--- config.mk ---
export PLATFORM = sky130hd
export DESIGN_NAME = soc_event_generator
export DESIGN_NICKNAME = d
export VERILOG_FILES = /design/src/rtl/soc_event_generator.sv
export SDC_FILE = /design/constraint.sdc
export NUM_CORES = 1
export LEC_CHECK = 0
export CORE_MARGIN = 2
export CORE_UTILIZATION = 45
export DETAILED_ROUTE_END_ITERATION = 12
export GPL_ROUTABILITY_DRIVEN = 0
export SYNTH_ARGS = -nofsm -noshare
export SYNTH_HDL_FRONTEND = slang
export SYNTH_SLANG_ARGS = --single-unit
--- constraint.sdc ---
create_clock -name clk_i -period 16 [get_ports clk_i]
set_input_delay 2.4 -clock clk_i [delete_from_list [all_inputs] [get_ports clk_i]]
set_output_delay 2.4 -clock clk_i [all_outputs]
set_load 0.02 [all_outputs]
--- src/rtl/soc_event_generator.sv ---
// ============================================================================
//  Module   : soc_event_generator
//  Purpose  : Counts masked SoC event pulses per line and streams one event ID
//             per pending occurrence on a valid/ready interface, round-robin.
//  Revision : 1.0 - initial release
// ============================================================================
`default_nettype none

module soc_event_generator #(
    parameter int NB_EVT     = 32,
    parameter int EVNT_WIDTH = 8,
    parameter int CNT_WIDTH  = 4
) (
    input  logic                  clk_i,
    input  logic                  rst_ni,
    input  logic [NB_EVT-1:0]     evt_i,
    input  logic [NB_EVT-1:0]     evt_mask_i,
    output logic                  evt_valid_o,
    input  logic                  evt_ready_i,
    output logic [EVNT_WIDTH-1:0] evt_data_o,
    output logic                  evt_overflow_o,
    output logic                  pending_o
);

    localparam int                  PTR_W     = (NB_EVT > 1) ? $clog2(NB_EVT) : 1;
    localparam logic [CNT_WIDTH-1:0] C_CNT_MAX = '1;
    localparam logic [PTR_W:0]      C_NB      = (PTR_W+1)'(NB_EVT);
    localparam logic [PTR_W-1:0]    C_LAST    = PTR_W'(NB_EVT - 1);

    logic [NB_EVT-1:0]     w_req;
    logic [NB_EVT-1:0]     w_drop;
    logic                  w_any_req;
    logic                  w_load;
    logic                  w_gnt_vld;
    logic [PTR_W-1:0]      w_gnt_idx;
    logic [PTR_W:0]        w_pos;
    logic [PTR_W-1:0]      w_ptr_d;

    logic [PTR_W-1:0]      ptr_q;
    logic                  valid_q;
    logic [EVNT_WIDTH-1:0] data_q;
    logic                  ovf_q;

    assign w_any_req = |w_req;
    assign w_load    = (~valid_q | evt_ready_i) & w_any_req;

    // Per-line saturating pending counters
    generate
        for (genvar k = 0; k < NB_EVT; k++) begin : g_line
            logic [CNT_WIDTH-1:0] cnt_q;
            logic [CNT_WIDTH-1:0] cnt_d;
            logic                 w_inc;
            logic                 w_dec;

            assign w_inc     = evt_i[k] & evt_mask_i[k];
            assign w_dec     = w_load & (w_gnt_idx == PTR_W'(k));
            assign w_req[k]  = |cnt_q;
            assign w_drop[k] = w_inc & ~w_dec & (cnt_q == C_CNT_MAX);

            always_comb begin
                cnt_d = cnt_q;
                if (w_inc && !w_dec && (cnt_q != C_CNT_MAX)) begin
                    cnt_d = cnt_q + 1'b1;
                end else if (w_dec && !w_inc) begin
                    cnt_d = cnt_q - 1'b1;
                end
            end

            always_ff @(posedge clk_i or negedge rst_ni) begin
                if (!rst_ni) begin
                    cnt_q <= '0;
                end else begin
                    cnt_q <= cnt_d;
                end
            end
        end
    endgenerate

    // Search upward from the pointer, wrapping at NB_EVT-1; first hit wins.
    always_comb begin
        w_gnt_vld = 1'b0;
        w_gnt_idx = '0;
        w_pos     = '0;
        for (int i = 0; i < NB_EVT; i++) begin
            w_pos = {1'b0, ptr_q} + (PTR_W+1)'(i);
            if (w_pos >= C_NB) begin
                w_pos = w_pos - C_NB;
            end
            if (!w_gnt_vld && w_req[w_pos[PTR_W-1:0]]) begin
                w_gnt_vld = 1'b1;
                w_gnt_idx = w_pos[PTR_W-1:0];
            end
        end
    end

    assign w_ptr_d = (w_gnt_idx == C_LAST) ? '0 : (w_gnt_idx + 1'b1);

    always_ff @(posedge clk_i or negedge rst_ni) begin
        if (!rst_ni) begin
            ptr_q   <= '0;
            valid_q <= 1'b0;
            data_q  <= '0;
            ovf_q   <= 1'b0;
        end else begin
            ovf_q <= |w_drop;
            if (w_load && w_gnt_vld) begin
                valid_q <= 1'b1;
                data_q  <= EVNT_WIDTH'(w_gnt_idx);
                ptr_q   <= w_ptr_d;
            end else if (valid_q && evt_ready_i) begin
                valid_q <= 1'b0;
            end
        end
    end

    assign evt_valid_o    = valid_q;
    assign evt_data_o     = data_q;
    assign evt_overflow_o = ovf_q;
    assign pending_o      = w_any_req | valid_q;

endmodule

`default_nettype wire

==> impl_metrics.prom, run 1 <==
# TYPE chip_impl_metric gauge
chip_impl_info{name="run_status",value="complete, no violations"} 1
chip_impl_metric{name="highest_net_fanout_along_the_worst_path",unit=""} 21
chip_impl_metric{name="die_height",unit="um"} 184
chip_impl_metric{name="placed_cell_area",unit="sq um"} 15800
chip_impl_metric{name="grt_first_pass_wirelength",unit="um"} 76200
chip_impl_metric{name="antenna-diode-count",unit=""} 0
chip_impl_metric{name="p_total",unit="mW"} 3.66
chip_impl_metric{name="share_clk_of_total_power",unit="%"} 11.0
chip_impl_metric{name="die_w",unit="um"} 184
chip_impl_metric{name="layout_min_cycle_time",unit="ns"} 9.70
chip_impl_metric{name="p_sw_share",unit="%"} 52.2
chip_impl_metric{name="worst-r2r-setup-slack",unit="ns"} 6.30
chip_impl_info{name="crit_slowest_cell",value="sky130_fd_sc_hd__ha_1"} 1
chip_impl_metric{name="route.detailed.wl_per_inst",unit="um"} 22.9
chip_impl_metric{name="worst_slack",unit="ns"} 6.30
chip_impl_info{name="r2r_end",value="g_line[11].cnt_q[3]$_DFFE_PN0P_"} 1
chip_impl_info{name="min_path_type",value="reg -> reg"} 1
chip_impl_info{name="worstReg2RegStart",value="ptr_q[0]$_DFFE_PN0P_"} 1
chip_impl_metric{name="portBuffers",unit=""} 74
chip_impl_metric{name="dieArea",unit="sq um"} 34000
chip_impl_metric{name="ant_nets",unit=""} 0
chip_impl_metric{name="min_period_over_period",unit="%"} 60.6
chip_impl_info{name="worstSetupStartpoint",value="ptr_q[0]$_DFFE_PN0P_"} 1
chip_impl_metric{name="remaining_drc_errors",unit=""} 0
chip_impl_metric{name="synth_area",unit="sq um"} 14600
chip_impl_info{name="worst_path_dominant_cell_family",value="simple AND/OR/NAND/NOR gates"} 1
chip_impl_metric{name="max_vdd_drop",unit="V"} 0.0000953
chip_impl_info{name="synth_top_flop_cell",value="sky130_fd_sc_hd__dfrtp_1"} 1
chip_impl_metric{name="worstMarginPinSlew",unit="ns"} 1.25
chip_impl_metric{name="final_max_slew_viol_count",unit=""} 0
chip_impl_metric{name="dp_hpwl",unit="um"} 37400
chip_impl_info{name="cts_tree",value="built"} 1
chip_impl_metric{name="p_int",unit="mW"} 1.75
chip_impl_metric{name="yosys_warnings",unit=""} 0
chip_impl_metric{name="p_comb_share",unit="%"} 67.3
chip_impl_metric{name="finalClockSkew",unit="ns"} 0.00842
chip_impl_metric{name="synth_seq_area_share",unit="%"} 23.9
chip_impl_info{name="timing_endpoint_of_the_critical_path",value="g_line[11].cnt_q[3]$_DFFE_PN0P_"} 1
chip_impl_metric{name="pre_cts_ws",unit="ns"} 6.73
chip_impl_metric{name="worst_setup_hold_path_clk_slew",unit="ns"} 0.06
chip_impl_metric{name="hold_violations",unit=""} 0
chip_impl_info{name="mostFrequentLayoutCells",value="sky130_fd_sc_hd__dfrtp_1, sky130_fd_sc_hd__nand2_1, sky130_fd_sc_hd__nor2_1"} 1
chip_impl_metric{name="syn-instance-count",unit=""} 1595
chip_impl_metric{name="drt_iter0_markers",unit=""} 1953
chip_impl_metric{name="floorplan.initialDensity",unit="%"} 45.3
chip_impl_info{name="critical_path.startpoint_type",value="flip-flop"} 1
chip_impl_metric{name="grt_max_degree",unit=""} 81
chip_impl_metric{name="drive_above_1_share",unit="%"} 12.6
chip_impl_metric{name="globalRouteTotalUtil",unit="%"} 29.2
chip_impl_metric{name="tritoncts_num_sinks",unit=""} 140
chip_impl_metric{name="wirelength",unit="um"} 48200
chip_impl_metric{name="drtPass1Iterations",unit=""} 6
chip_impl_metric{name="design_area",unit="sq um"} 16400
chip_impl_info{name="cts_root_buffer",value="sky130_fd_sc_hd__clkbuf_16"} 1
chip_impl_metric{name="cts-htree-levels",unit=""} 4
chip_impl_metric{name="timing.critical_path.depth",unit=""} 25
chip_impl_metric{name="overflow",unit=""} 0
chip_impl_metric{name="reported_net_switching_power",unit="mW"} 1.91
chip_impl_info{name="grt_setup_unrepaired",value="no"} 1
chip_impl_metric{name="synth-edff-count",unit=""} 0
chip_impl_metric{name="vias_after_detailed_routing",unit=""} 13800
chip_impl_metric{name="mean_area_per_synthesized_cell",unit="sq um"} 9.18
chip_impl_metric{name="netlist-cell-type-count",unit=""} 94
chip_impl_info{name="critical_path_class",value="reg -> reg"} 1
chip_impl_metric{name="share_seq_of_total_power",unit="%"} 21.7
chip_impl_info{name="critical_path.endpoint_type",value="flip-flop"} 1
chip_impl_info{name="critical_path.most_common_cell",value="sky130_fd_sc_hd__ha_1"} 1
chip_impl_info{name="layout.cells.most_common",value="sky130_fd_sc_hd__dfrtp_1"} 1
chip_impl_metric{name="top_level_ports",unit=""} 78
chip_impl_metric{name="setup-tns-final",unit="ns"} 0
chip_impl_metric{name="powerDensity",unit="nW/um^2"} 223
chip_impl_metric{name="ys_seq_elements",unit=""} 140
chip_impl_metric{name="coreArea",unit="sq um"} 32300
chip_impl_metric{name="clock_path_buffers",unit=""} 2
chip_impl_metric{name="path_buf_inv",unit=""} 2
chip_impl_metric{name="slew_headroom",unit="%"} 15.9
chip_impl_metric{name="required_time_at_the_worst_slack_endpoint",unit="ns"} 16.36
chip_impl_metric{name="ff2ff_path_depth",unit=""} 25
chip_impl_metric{name="cts-buffers-inserted",unit=""} 17
chip_impl_metric{name="insertion_delay",unit="ns"} 0.43
chip_impl_metric{name="cts_hold_repair.buffers",unit=""} 0
chip_impl_metric{name="fin_nets",unit=""} 1832
chip_impl_metric{name="antenna_violations_before_repair",unit=""} 0
chip_impl_metric{name="arrival",unit="ns"} 10.06
chip_impl_metric{name="postCtsSetupRepairBufs",unit=""} 0
chip_impl_metric{name="final-setup-viol-count",unit=""} 0
chip_impl_metric{name="floorplan.rows",unit=""} 66
chip_impl_metric{name="standby_leakage_power",unit="nW"} 6.28
chip_impl_metric{name="async_reset_ff_share",unit="%"} 100
chip_impl_metric{name="first_global_vias",unit=""} 13200
chip_impl_metric{name="area_growth_syn_to_layout",unit="%"} 12.0
chip_impl_metric{name="timing.fmax",unit="MHz"} 103
chip_impl_metric{name="cap_violations",unit=""} 0
chip_impl_metric{name="worst_path_largest_cell_delay",unit="ns"} 0.90
chip_impl_metric{name="routed_via_density",unit=""} 6.54
chip_impl_metric{name="postCtsResizedCells",unit=""} 0
==> stage by stage <==
stage	util, %	instances	hold WS (ns)
2_1_floorplan	-	1597	0.449
4_1_cts	50.8	2106	0.491
5_1_grt	50.8	2106	0.505
3_3_place_gp	49.0	2074	0.467
3_5_place_dp	49.0	2074	0.479
6_report	50.8	2106	0.485
==> sequential cells by signal, summed over array words and instances (netlist names) <==
name and cells:
evt_data_o 5, evt_overflow_o 1, evt_valid_o 1, g_line.cnt_q 128
ptr_q 5
==> power groups by stage <==
stage | Clock, mW | Combinational, mW | Sequential [mW]
final | 0.403 | 2.47 | 0.797
after global placement | 0 | 2.36 | 0.792
after global routing | 0.427 | 2.66 | 0.837
after detailed placement | 0 | 2.39 | 0.800
after floorplan | 0 | 1.75 | 0.744
after CTS | 0.412 | 2.40 | 0.795
==> metal layers <==
metal / up-vias / track usage [%] / share of wire, %
li1: 6233 / - / -
met1: 6574 / 38.3 / 41
met2: 751 / 45.7 / 44
met3: 224 / 6.44 / 9.1
met4: 0 / 13.7 / 5.6
met5: - / 0 / 0
==> worst min path at each step <==
stage / end / from / slack (ns) / cells past startpoint
6_report: g_line[15].cnt_q[3]$_DFFE_PN0P_ / g_line[15].cnt_q[3]$_DFFE_PN0P_ / 0.49 / 1
5_1_grt: g_line[15].cnt_q[3]$_DFFE_PN0P_ / g_line[15].cnt_q[3]$_DFFE_PN0P_ / 0.51 / 1
4_1_cts: g_line[15].cnt_q[3]$_DFFE_PN0P_ / g_line[15].cnt_q[3]$_DFFE_PN0P_ / 0.49 / 1
3_5_place_dp: g_line[10].cnt_q[3]$_DFFE_PN0P_ / g_line[10].cnt_q[3]$_DFFE_PN0P_ / 0.48 / 1
3_3_place_gp: g_line[15].cnt_q[3]$_DFFE_PN0P_ / g_line[15].cnt_q[3]$_DFFE_PN0P_ / 0.47 / 1
2_1_floorplan: g_line[15].cnt_q[3]$_DFFE_PN0P_ / g_line[15].cnt_q[3]$_DFFE_PN0P_ / 0.45 / 1
==> kinds of logic (layout without fill, tap and decap cells) <==
family,Yosys count,after routing,synth area share (%)
mux,170,170,15.5
other cells,1,3,0.0256
fa+ha+maj,114,114,11.4
compound gates,396,396,18.2
xor+xnor,134,134,8.02
flops,140,140,23.9
buf+inv,99,166,2.78
simple gates,541,541,20.1
==> cell type report <==
type / count / area, sq um
Fill cell: 2997 / 15900
Multi-Input combinational cell: 1358 / 10700
Sequential cell: 140 / 3500
Timing Repair Buffer: 88 / 847
Tap cell: 442 / 553
Clock buffer: 19 / 443
Inverter: 46 / 173
Clock inverter: 13 / 141
==> cells in the mapped netlist (all sizes together) (6+ instances only) <==
cell | n | area, sq um
buf | 19 | 106
nand2b | 15 | 101
o21ai | 61 | 305
a21o | 43 | 323
nand4 | 47 | 300
mux2 | 75 | 845
nor4 | 40 | 263
or3 | 8 | 50.1
nor2 | 99 | 395
inv | 45 | 169
a21oi | 93 | 465
o211ai | 19 | 143
and3 | 12 | 80.1
mux4 | 38 | 856
ha | 82 | 1030
fa | 32 | 641
xor2 | 61 | 534
xnor2 | 73 | 639
or4 | 41 | 308
o31ai | 12 | 90.1
a211oi | 24 | 180
a22oi | 13 | 97.6
o311ai | 6 | 60.1
or2 | 25 | 156
and2 | 21 | 134
clkbuf | 34 | 128
nor3b | 8 | 60.1
nand3 | 39 | 195
mux2i | 57 | 574
o22ai | 43 | 269
a31oi | 8 | 50.1
dfrtp | 140 | 3500
nor3 | 32 | 165
o21a | 7 | 52.6
nand2 | 118 | 443
nor2b | 12 | 75.1
Note: power is estimated with default switching activity, not from simulation.
==> run 2, diff against run 1 <==
Settings changed: PLACE_DENSITY from default to 0.65.
Clock period 16 ns to 8.7 ns, I/O delays scaled along.
==> run 2 against run 1 <==
  * Worst setup slack got worse by 6.0 ns
  * Fmax rose by 16%
  * Largest power group unchanged
  * Sequential power rose by 84%
  * Highest routed layer is now met5
==> impl_metrics.prom, run 2 (synthesized netlist as in run 1, its figures left out) <==
# TYPE chip_impl_metric gauge
chip_impl_metric{name="tritoncts_num_sinks",unit=""} 140
chip_impl_metric{name="worst_path_largest_cell_delay",unit="ns"} 0.73
chip_impl_metric{name="path_buf_inv",unit=""} 1
chip_impl_metric{name="arrival",unit="ns"} 8.66
chip_impl_metric{name="required_time_at_the_worst_slack_endpoint",unit="ns"} 8.99
chip_impl_metric{name="die_w",unit="um"} 184
chip_impl_metric{name="slew_headroom",unit="%"} 30.0
chip_impl_metric{name="timing.fmax",unit="MHz"} 119
chip_impl_metric{name="cap_violations",unit=""} 0
chip_impl_metric{name="routed_via_density",unit=""} 6.59
chip_impl_metric{name="route.detailed.wl_per_inst",unit="um"} 22.2
chip_impl_metric{name="dieArea",unit="sq um"} 34000
chip_impl_metric{name="ff2ff_path_depth",unit=""} 19
chip_impl_metric{name="final_max_slew_viol_count",unit=""} 0
chip_impl_metric{name="worst_setup_hold_path_clk_slew",unit="ns"} 0.06
chip_impl_metric{name="antenna_violations_before_repair",unit=""} 2
chip_impl_metric{name="grt_max_degree",unit=""} 86
chip_impl_info{name="mostFrequentLayoutCells",value="sky130_fd_sc_hd__dfrtp_1, sky130_fd_sc_hd__nand2_1, sky130_fd_sc_hd__nor2_1"} 1
chip_impl_metric{name="share_clk_of_total_power",unit="%"} 11.8
chip_impl_metric{name="p_comb_share",unit="%"} 67.3
chip_impl_info{name="cts_root_buffer",value="sky130_fd_sc_hd__clkbuf_16"} 1
chip_impl_metric{name="placed_cell_area",unit="sq um"} 16000
chip_impl_info{name="worstSetupStartpoint",value="ptr_q[0]$_DFFE_PN0P_"} 1
chip_impl_metric{name="final-setup-viol-count",unit=""} 0
chip_impl_metric{name="portBuffers",unit=""} 74
chip_impl_metric{name="remaining_drc_errors",unit=""} 0
chip_impl_metric{name="area_growth_syn_to_layout",unit="%"} 14.0
chip_impl_metric{name="design_area",unit="sq um"} 16700
chip_impl_metric{name="highest_net_fanout_along_the_worst_path",unit=""} 20
chip_impl_info{name="grt_setup_unrepaired",value="no"} 1
chip_impl_metric{name="first_global_vias",unit=""} 13400
chip_impl_metric{name="die_height",unit="um"} 184
chip_impl_info{name="layout.cells.most_common",value="sky130_fd_sc_hd__dfrtp_1"} 1
chip_impl_metric{name="floorplan.rows",unit=""} 66
chip_impl_metric{name="overflow",unit=""} 0
chip_impl_info{name="largest_register",value="g_line.cnt_q"} 1
chip_impl_metric{name="fin_nets",unit=""} 1861
chip_impl_metric{name="cts-buffers-inserted",unit=""} 17
chip_impl_metric{name="postCtsSetupRepairBufs",unit=""} 0
chip_impl_metric{name="reported_net_switching_power",unit="mW"} 3.57
chip_impl_metric{name="floorplan.initialDensity",unit="%"} 45.3
chip_impl_metric{name="p_sw_share",unit="%"} 50.9
chip_impl_metric{name="p_int",unit="mW"} 3.44
chip_impl_metric{name="drive_above_1_share",unit="%"} 13.9
chip_impl_info{name="r2r_end",value="evt_overflow_o$_DFF_PN0_"} 1
chip_impl_metric{name="insertion_delay",unit="ns"} 0.43
chip_impl_info{name="crit_slowest_cell",value="sky130_fd_sc_hd__xor2_1"} 1
chip_impl_metric{name="max_vdd_drop",unit="V"} 0.000185
chip_impl_metric{name="final_core_util",unit="%"} 51.7
chip_impl_metric{name="top_level_ports",unit=""} 78
chip_impl_info{name="critical_path.startpoint_type",value="flip-flop"} 1
chip_impl_metric{name="globalRouteTotalUtil",unit="%"} 28.2
chip_impl_metric{name="standby_leakage_power",unit="nW"} 6.46
chip_impl_info{name="critical_path.most_common_cell",value="sky130_fd_sc_hd__or4_1"} 1
chip_impl_info{name="timing_endpoint_of_the_critical_path",value="evt_overflow_o$_DFF_PN0_"} 1
chip_impl_info{name="holdCritStartpoint",value="g_line[4].cnt_q[3]$_DFFE_PN0P_"} 1
chip_impl_metric{name="wirelength",unit="um"} 47300
chip_impl_info{name="critical_path_class",value="reg -> reg"} 1
chip_impl_metric{name="grt_first_pass_wirelength",unit="um"} 74500
chip_impl_metric{name="min_period_over_period",unit="%"} 96.2
chip_impl_metric{name="hold_violations",unit=""} 0
chip_impl_metric{name="cts-htree-levels",unit=""} 4
chip_impl_metric{name="dp_hpwl",unit="um"} 36500
chip_impl_metric{name="ant_nets",unit=""} 0
chip_impl_metric{name="final-instance-count-excl-fill",unit=""} 2134
chip_impl_metric{name="placedCellCount",unit=""} 2103
chip_impl_metric{name="cts_hold_repair.buffers",unit=""} 0
chip_impl_metric{name="drtPass1Iterations",unit=""} 7
chip_impl_metric{name="worstMarginPinSlew",unit="ns"} 1.04
chip_impl_info{name="worstReg2RegStart",value="ptr_q[0]$_DFFE_PN0P_"} 1
chip_impl_metric{name="share_seq_of_total_power",unit="%"} 20.9
chip_impl_metric{name="antenna-diode-count",unit=""} 0
chip_impl_info{name="critical_path.endpoint_type",value="flip-flop"} 1
chip_impl_metric{name="multiInputGateArea",unit="sq um"} 10700
chip_impl_metric{name="layout_min_cycle_time",unit="ns"} 8.37
chip_impl_info{name="worst_path_dominant_cell_family",value="simple AND/OR/NAND/NOR gates"} 1
chip_impl_metric{name="worst-r2r-setup-slack",unit="ns"} 0.33
chip_impl_metric{name="timing.critical_path.depth",unit=""} 19
chip_impl_metric{name="powerDensity",unit="nW/um^2"} 420
chip_impl_info{name="run_status",value="complete, no violations"} 1
chip_impl_info{name="cts_tree",value="built"} 1
chip_impl_info{name="min_path_type",value="reg -> reg"} 1
chip_impl_metric{name="setup-tns-final",unit="ns"} 0
chip_impl_metric{name="flip_flop_count_of_the_largest_register_all_copies_and_words_added",unit=""} 128
chip_impl_metric{name="postCtsResizedCells",unit=""} 0
chip_impl_metric{name="vias_after_detailed_routing",unit=""} 14100
chip_impl_metric{name="clock_path_buffers",unit=""} 2
chip_impl_info{name="critical_path_cell_by_cell",value="buf_4 > ha_1 > xor2_1 > mux4_2 > mux2_1 > or4b_4 > or4_1 > nor4_1 > a221oi_1 > o41ai_1 > o21ai_1 > a21o_1 > nor2_1 > ha_1 > a21oi_1 > a22oi_1 > o311ai_0 > or4_1 > or4_1"} 1
chip_impl_metric{name="coreArea",unit="sq um"} 32300
chip_impl_metric{name="sequential_cell_area_in_the_final_layout",unit="sq um"} 3500
chip_impl_metric{name="fillers",unit=""} 2984
chip_impl_metric{name="finalClockSkew",unit="ns"} 0.00968
chip_impl_metric{name="drt_iter0_markers",unit=""} 1610
## run 2: how the worst min path moves through the flow
| stage | end | slack [ns] | cells after the start |
|---|---|---|---|
| 6_report | g_line[4].cnt_q[3]$_DFFE_PN0P_ | 0.49 | 1 |
| 3_3_place_gp | g_line[15].cnt_q[3]$_DFFE_PN0P_ | 0.46 | 1 |
| 4_1_cts | g_line[15].cnt_q[3]$_DFFE_PN0P_ | 0.48 | 1 |
| 2_1_floorplan | g_line[15].cnt_q[3]$_DFFE_PN0P_ | 0.45 | 1 |
| 3_5_place_dp | g_line[15].cnt_q[3]$_DFFE_PN0P_ | 0.47 | 1 |
| 5_1_grt | g_line[6].cnt_q[3]$_DFFE_PN0P_ | 0.51 | 1 |
## run 2: layer usage
layer,part of all wire (%),GRT usage (%)
met1,40,37.4
met2,44,44.1
met3,10,5.45
met4,5.4,13.7
met5,0.097,0
## run 2: power by group through the flow
stage                     registers [mW]  logic [mW]  clock network (mW)
after floorplan                     1.37        3.22                   0
after global placement              1.45        4.46                   0
after detailed placement            1.47        4.53                   0
after CTS                           1.46        4.56               0.834
after global routing                1.54        5.05               0.860
final                               1.47        4.72               0.825
## run 2: per-stage QoR
stage                     hold WS (ns)  setup slack (ns)  power [mW]
after detailed placement         0.473             0.624        6.00
after global placement           0.465             0.714        5.91
after CTS                        0.484             0.576        6.86
after floorplan                  0.449             0.915        4.59
after global routing             0.508            0.0333        7.46
final                            0.486             0.330        7.01
## run 2: worst reg2reg max path: stages (launching register included)
cell and delay, ns:
sky130_fd_sc_hd__dfrtp_1 0.32, sky130_fd_sc_hd__buf_4 0.28, sky130_fd_sc_hd__ha_1 0.64, sky130_fd_sc_hd__xor2_1 0.73, sky130_fd_sc_hd__mux4_2 0.69, sky130_fd_sc_hd__mux2_1 0.49
sky130_fd_sc_hd__or4b_4 0.61, sky130_fd_sc_hd__or4_1 0.70, sky130_fd_sc_hd__nor4_1 0.55, sky130_fd_sc_hd__a221oi_1 0.24, sky130_fd_sc_hd__o41ai_1 0.10, sky130_fd_sc_hd__o21ai_1 0.42
sky130_fd_sc_hd__a21o_1 0.46, sky130_fd_sc_hd__nor2_1 0.21, sky130_fd_sc_hd__ha_1 0.26, sky130_fd_sc_hd__a21oi_1 0.11, sky130_fd_sc_hd__a22oi_1 0.26, sky130_fd_sc_hd__o311ai_0 0.20
sky130_fd_sc_hd__or4_1 0.55, sky130_fd_sc_hd__or4_1 0.43
## run 2: cell type report
class	count	share of cell area, %
Timing Repair Buffer	117	6.38
Multi-Input combinational cell	1358	64.4
Tap cell	442	3.31
Inverter	46	1.03
Sequential cell	140	21.0
Clock inverter	11	1.30
Clock buffer	20	2.62
==> run 3, diff against run 2 <==
Settings changed: GPL_ROUTABILITY_DRIVEN 0 to default.
Clock period 8.7 ns to 7.4 ns, I/O delays scaled along.
==> run 3 against run 2 <==
  * Count of clock-buffer cells in the layout decreased by 3
  * Worst setup slack got worse by 0.042 ns
  * Sequential power increased by 18%
  * Power increased by 29%
  * Die area unchanged
  * Sequential share of layout area decreased by 2.2 points
  * Design area increased by 12%
  * Non-clock buffer count increased by 228
  * Clock skew increased by 0.0027 ns
  * Global-route usage increased by 4.6 points
  * Critical path type unchanged
  * Critical endpoint is now g_line[9].cnt_q[3]$_DFFE_PN0P_
==> impl_metrics.prom, run 3 (synthesized netlist as in run 1, its figures left out) <==
# TYPE chip_impl_metric gauge
chip_impl_metric{name="p_sw_share",unit="%"} 50.6
chip_impl_metric{name="cts-buffers-inserted",unit=""} 17
chip_impl_metric{name="grt_max_degree",unit=""} 77
chip_impl_info{name="min_path_type",value="reg -> reg"} 1
chip_impl_metric{name="ant_nets",unit=""} 0
chip_impl_metric{name="die_w",unit="um"} 184
chip_impl_metric{name="tritoncts_num_sinks",unit=""} 140
chip_impl_metric{name="share_clk_of_total_power",unit="%"} 9.7
chip_impl_info{name="critical_path.endpoint_type",value="flip-flop"} 1
chip_impl_metric{name="cts-htree-levels",unit=""} 4
chip_impl_info{name="critical_path.startpoint_type",value="flip-flop"} 1
chip_impl_metric{name="sequential_cell_area_in_the_final_layout",unit="sq um"} 3500
chip_impl_info{name="grt_setup_unrepaired",value="yes"} 1
chip_impl_metric{name="vias_after_detailed_routing",unit=""} 14800
chip_impl_metric{name="design_area",unit="sq um"} 18600
chip_impl_metric{name="grt_first_pass_wirelength",unit="um"} 83900
chip_impl_metric{name="slew_headroom",unit="%"} 33.3
chip_impl_info{name="run_status",value="complete, no violations"} 1
chip_impl_metric{name="placed_cell_area",unit="sq um"} 17800
chip_impl_metric{name="layout_min_cycle_time",unit="ns"} 7.11
chip_impl_metric{name="area_growth_syn_to_layout",unit="%"} 27.4
chip_impl_info{name="critical_path_class",value="reg -> reg"} 1
chip_impl_metric{name="fillers",unit=""} 2920
chip_impl_metric{name="portBuffers",unit=""} 74
chip_impl_metric{name="hold_violations",unit=""} 0
chip_impl_info{name="largest_register",value="g_line.cnt_q"} 1
chip_impl_metric{name="dieArea",unit="sq um"} 34000
chip_impl_metric{name="antenna_violations_before_repair",unit=""} 0
chip_impl_metric{name="clock_path_buffers",unit=""} 2
chip_impl_metric{name="share_seq_of_total_power",unit="%"} 19.3
chip_impl_metric{name="floorplan.initialDensity",unit="%"} 45.3
chip_impl_metric{name="wirelength",unit="um"} 54800
chip_impl_info{name="mostFrequentLayoutCells",value="sky130_fd_sc_hd__buf_4, sky130_fd_sc_hd__dfrtp_1, sky130_fd_sc_hd__nand2_1"} 1
chip_impl_metric{name="insertion_delay",unit="ns"} 0.44
chip_impl_metric{name="max_vdd_drop",unit="V"} 0.000282
chip_impl_metric{name="standby_leakage_power",unit="nW"} 7.62
chip_impl_info{name="cts_tree",value="built"} 1
chip_impl_info{name="cts_root_buffer",value="sky130_fd_sc_hd__clkbuf_16"} 1
chip_impl_metric{name="flip_flop_count_of_the_largest_register_all_copies_and_words_added",unit=""} 128
chip_impl_metric{name="die_height",unit="um"} 184
chip_impl_info{name="layout.cells.most_common",value="sky130_fd_sc_hd__buf_4"} 1
chip_impl_metric{name="worstMarginPinSlew",unit="ns"} 0.993
chip_impl_metric{name="min_period_over_period",unit="%"} 96.1
chip_impl_metric{name="powerDensity",unit="nW/um^2"} 483
chip_impl_metric{name="globalRouteTotalUtil",unit="%"} 32.8
chip_impl_metric{name="drtPass1Iterations",unit=""} 5
chip_impl_metric{name="p_comb_share",unit="%"} 70.9
chip_impl_metric{name="final-setup-viol-count",unit=""} 0
chip_impl_metric{name="remaining_drc_errors",unit=""} 0
chip_impl_info{name="crit_slowest_cell",value="sky130_fd_sc_hd__xnor2_1"} 1
chip_impl_metric{name="drive_above_1_share",unit="%"} 26.8
chip_impl_metric{name="routed_via_density",unit=""} 6.28
chip_impl_metric{name="overflow",unit=""} 0
chip_impl_metric{name="cap_violations",unit=""} 0
chip_impl_info{name="critical_path.most_common_cell",value="sky130_fd_sc_hd__buf_4"} 1
chip_impl_metric{name="final_core_util",unit="%"} 57.8
chip_impl_metric{name="worst_path_largest_cell_delay",unit="ns"} 0.79
chip_impl_metric{name="arrival",unit="ns"} 7.47
chip_impl_metric{name="coreArea",unit="sq um"} 32300
chip_impl_metric{name="floorplan.rows",unit=""} 66
chip_impl_metric{name="highest_net_fanout_along_the_worst_path",unit=""} 15
chip_impl_metric{name="finalClockSkew",unit="ns"} 0.0124
chip_impl_metric{name="timing.fmax",unit="MHz"} 141
chip_impl_metric{name="dp_hpwl",unit="um"} 43900
chip_impl_metric{name="reported_net_switching_power",unit="mW"} 4.56
chip_impl_metric{name="p_int",unit="mW"} 4.45
chip_impl_metric{name="top_level_ports",unit=""} 78
chip_impl_metric{name="route.detailed.wl_per_inst",unit="um"} 23.2
chip_impl_metric{name="first_global_vias",unit=""} 14500
chip_impl_metric{name="final_max_slew_viol_count",unit=""} 0
chip_impl_metric{name="worst_setup_hold_path_clk_slew",unit="ns"} 0.06
chip_impl_metric{name="required_time_at_the_worst_slack_endpoint",unit="ns"} 7.76
chip_impl_metric{name="gpl.final_weighted_congestion",unit=""} 1.05
chip_impl_metric{name="fin_nets",unit=""} 2089
chip_impl_metric{name="antenna-diode-count",unit=""} 0
chip_impl_metric{name="drt_iter0_markers",unit=""} 1238
chip_impl_metric{name="multiInputGateArea",unit="sq um"} 11000
[run 3: cell count changes in the layout (fill, tap and decap cells not counted), moves of 3 or more]
cell,previous run,this run
sky130_fd_sc_hd__clkinvlp_4,0,3
sky130_fd_sc_hd__buf_12,0,6
sky130_fd_sc_hd__o22ai_1,43,28
sky130_fd_sc_hd__buf_4,43,265
sky130_fd_sc_hd__inv_6,1,4
sky130_fd_sc_hd__bufinv_16,6,2
sky130_fd_sc_hd__nor4_2,2,5
sky130_fd_sc_hd__or4_1,41,28
sky130_fd_sc_hd__or4_4,0,13
sky130_fd_sc_hd__o22ai_2,0,15
sky130_fd_sc_hd__clkbuf_1,3,0
sky130_fd_sc_hd__nor4_1,38,35
[run 3: layer usage]
metal	track usage, %	wire, um
met1	42.1	22700
met2	53.1	25400
met3	4.45	3390
met4	18.8	3310
met5	0	0
[run 3: cell type report]
| class | count | share of cell area [%] |
|---|---|---|
| Multi-Input combinational cell | 1358 | 58.9 |
| Sequential cell | 140 | 18.8 |
| Clock buffer | 17 | 2.28 |
| Inverter | 46 | 0.946 |
| Clock inverter | 15 | 0.872 |
| Tap cell | 442 | 2.97 |
| Timing Repair Buffer | 345 | 15.3 |
[run 3: timing repair]
action	in CTS	in global routing
endpoints found under the setup margin	0	52
endpoints found under the hold margin	0	0
hold buffers	0	0
buffers inserted	0	6
gates resized for setup	0	49
[run 3: power by group through the flow]
stage	clock [mW]	sequential [mW]	combinational [mW]
6_report	0.875	1.74	6.39
2_1_floorplan	0	1.61	3.79
4_1_cts	0.891	1.73	6.13
5_1_grt	0.917	1.83	6.82
3_3_place_gp	0	1.70	6.00
3_5_place_dp	0	1.73	6.09
[run 3: final timing paths]
kind                                           startpoint                               to  slack (ns)  cells past startpoint
max reg2reg                          ptr_q[2]$_DFFE_PN0P_   g_line[9].cnt_q[3]$_DFFE_PN0P_        0.29                     28
max in group asynchronous                          rst_ni   g_line[3].cnt_q[3]$_DFFE_PN0P_        5.30                      2
min reg2reg                g_line[7].cnt_q[3]$_DFFE_PN0P_   g_line[7].cnt_q[3]$_DFFE_PN0P_        0.49                      1
min                        g_line[7].cnt_q[3]$_DFFE_PN0P_   g_line[7].cnt_q[3]$_DFFE_PN0P_        0.49                      1
min in group asynchronous                          rst_ni  g_line[30].cnt_q[0]$_DFFE_PN0P_        0.71                      1
max                                  ptr_q[2]$_DFFE_PN0P_   g_line[9].cnt_q[3]$_DFFE_PN0P_        0.29                     28
[run 3: critical path: cells and delay by family (launching register included)]
kind	cells	cell delay (ns)
flip-flops	1	0.51
AO/OA/AOI/OAI	6	1.42
adder cells (fa/ha/maj)	2	0.38
XOR/XNOR	2	0.93
multiplexers	3	1.32
buffers and inverters	9	1.45
AND/OR/NAND/NOR	6	1.01
[run 3: stage by stage]
step	setup TNS (ns)	hold WS (ns)	power, mW	worst slack, ns	std cells
after floorplan	0	0.449	5.40	0.0360	1597
after global placement	0	0.468	7.71	0.255	2325
after detailed placement	0	0.465	7.83	0.153	2325
after CTS	0	0.477	8.75	0.111	2357
after global routing	-0.0175	0.516	9.56	-0.0175	2363
final	0	0.491	9.01	0.288	2363
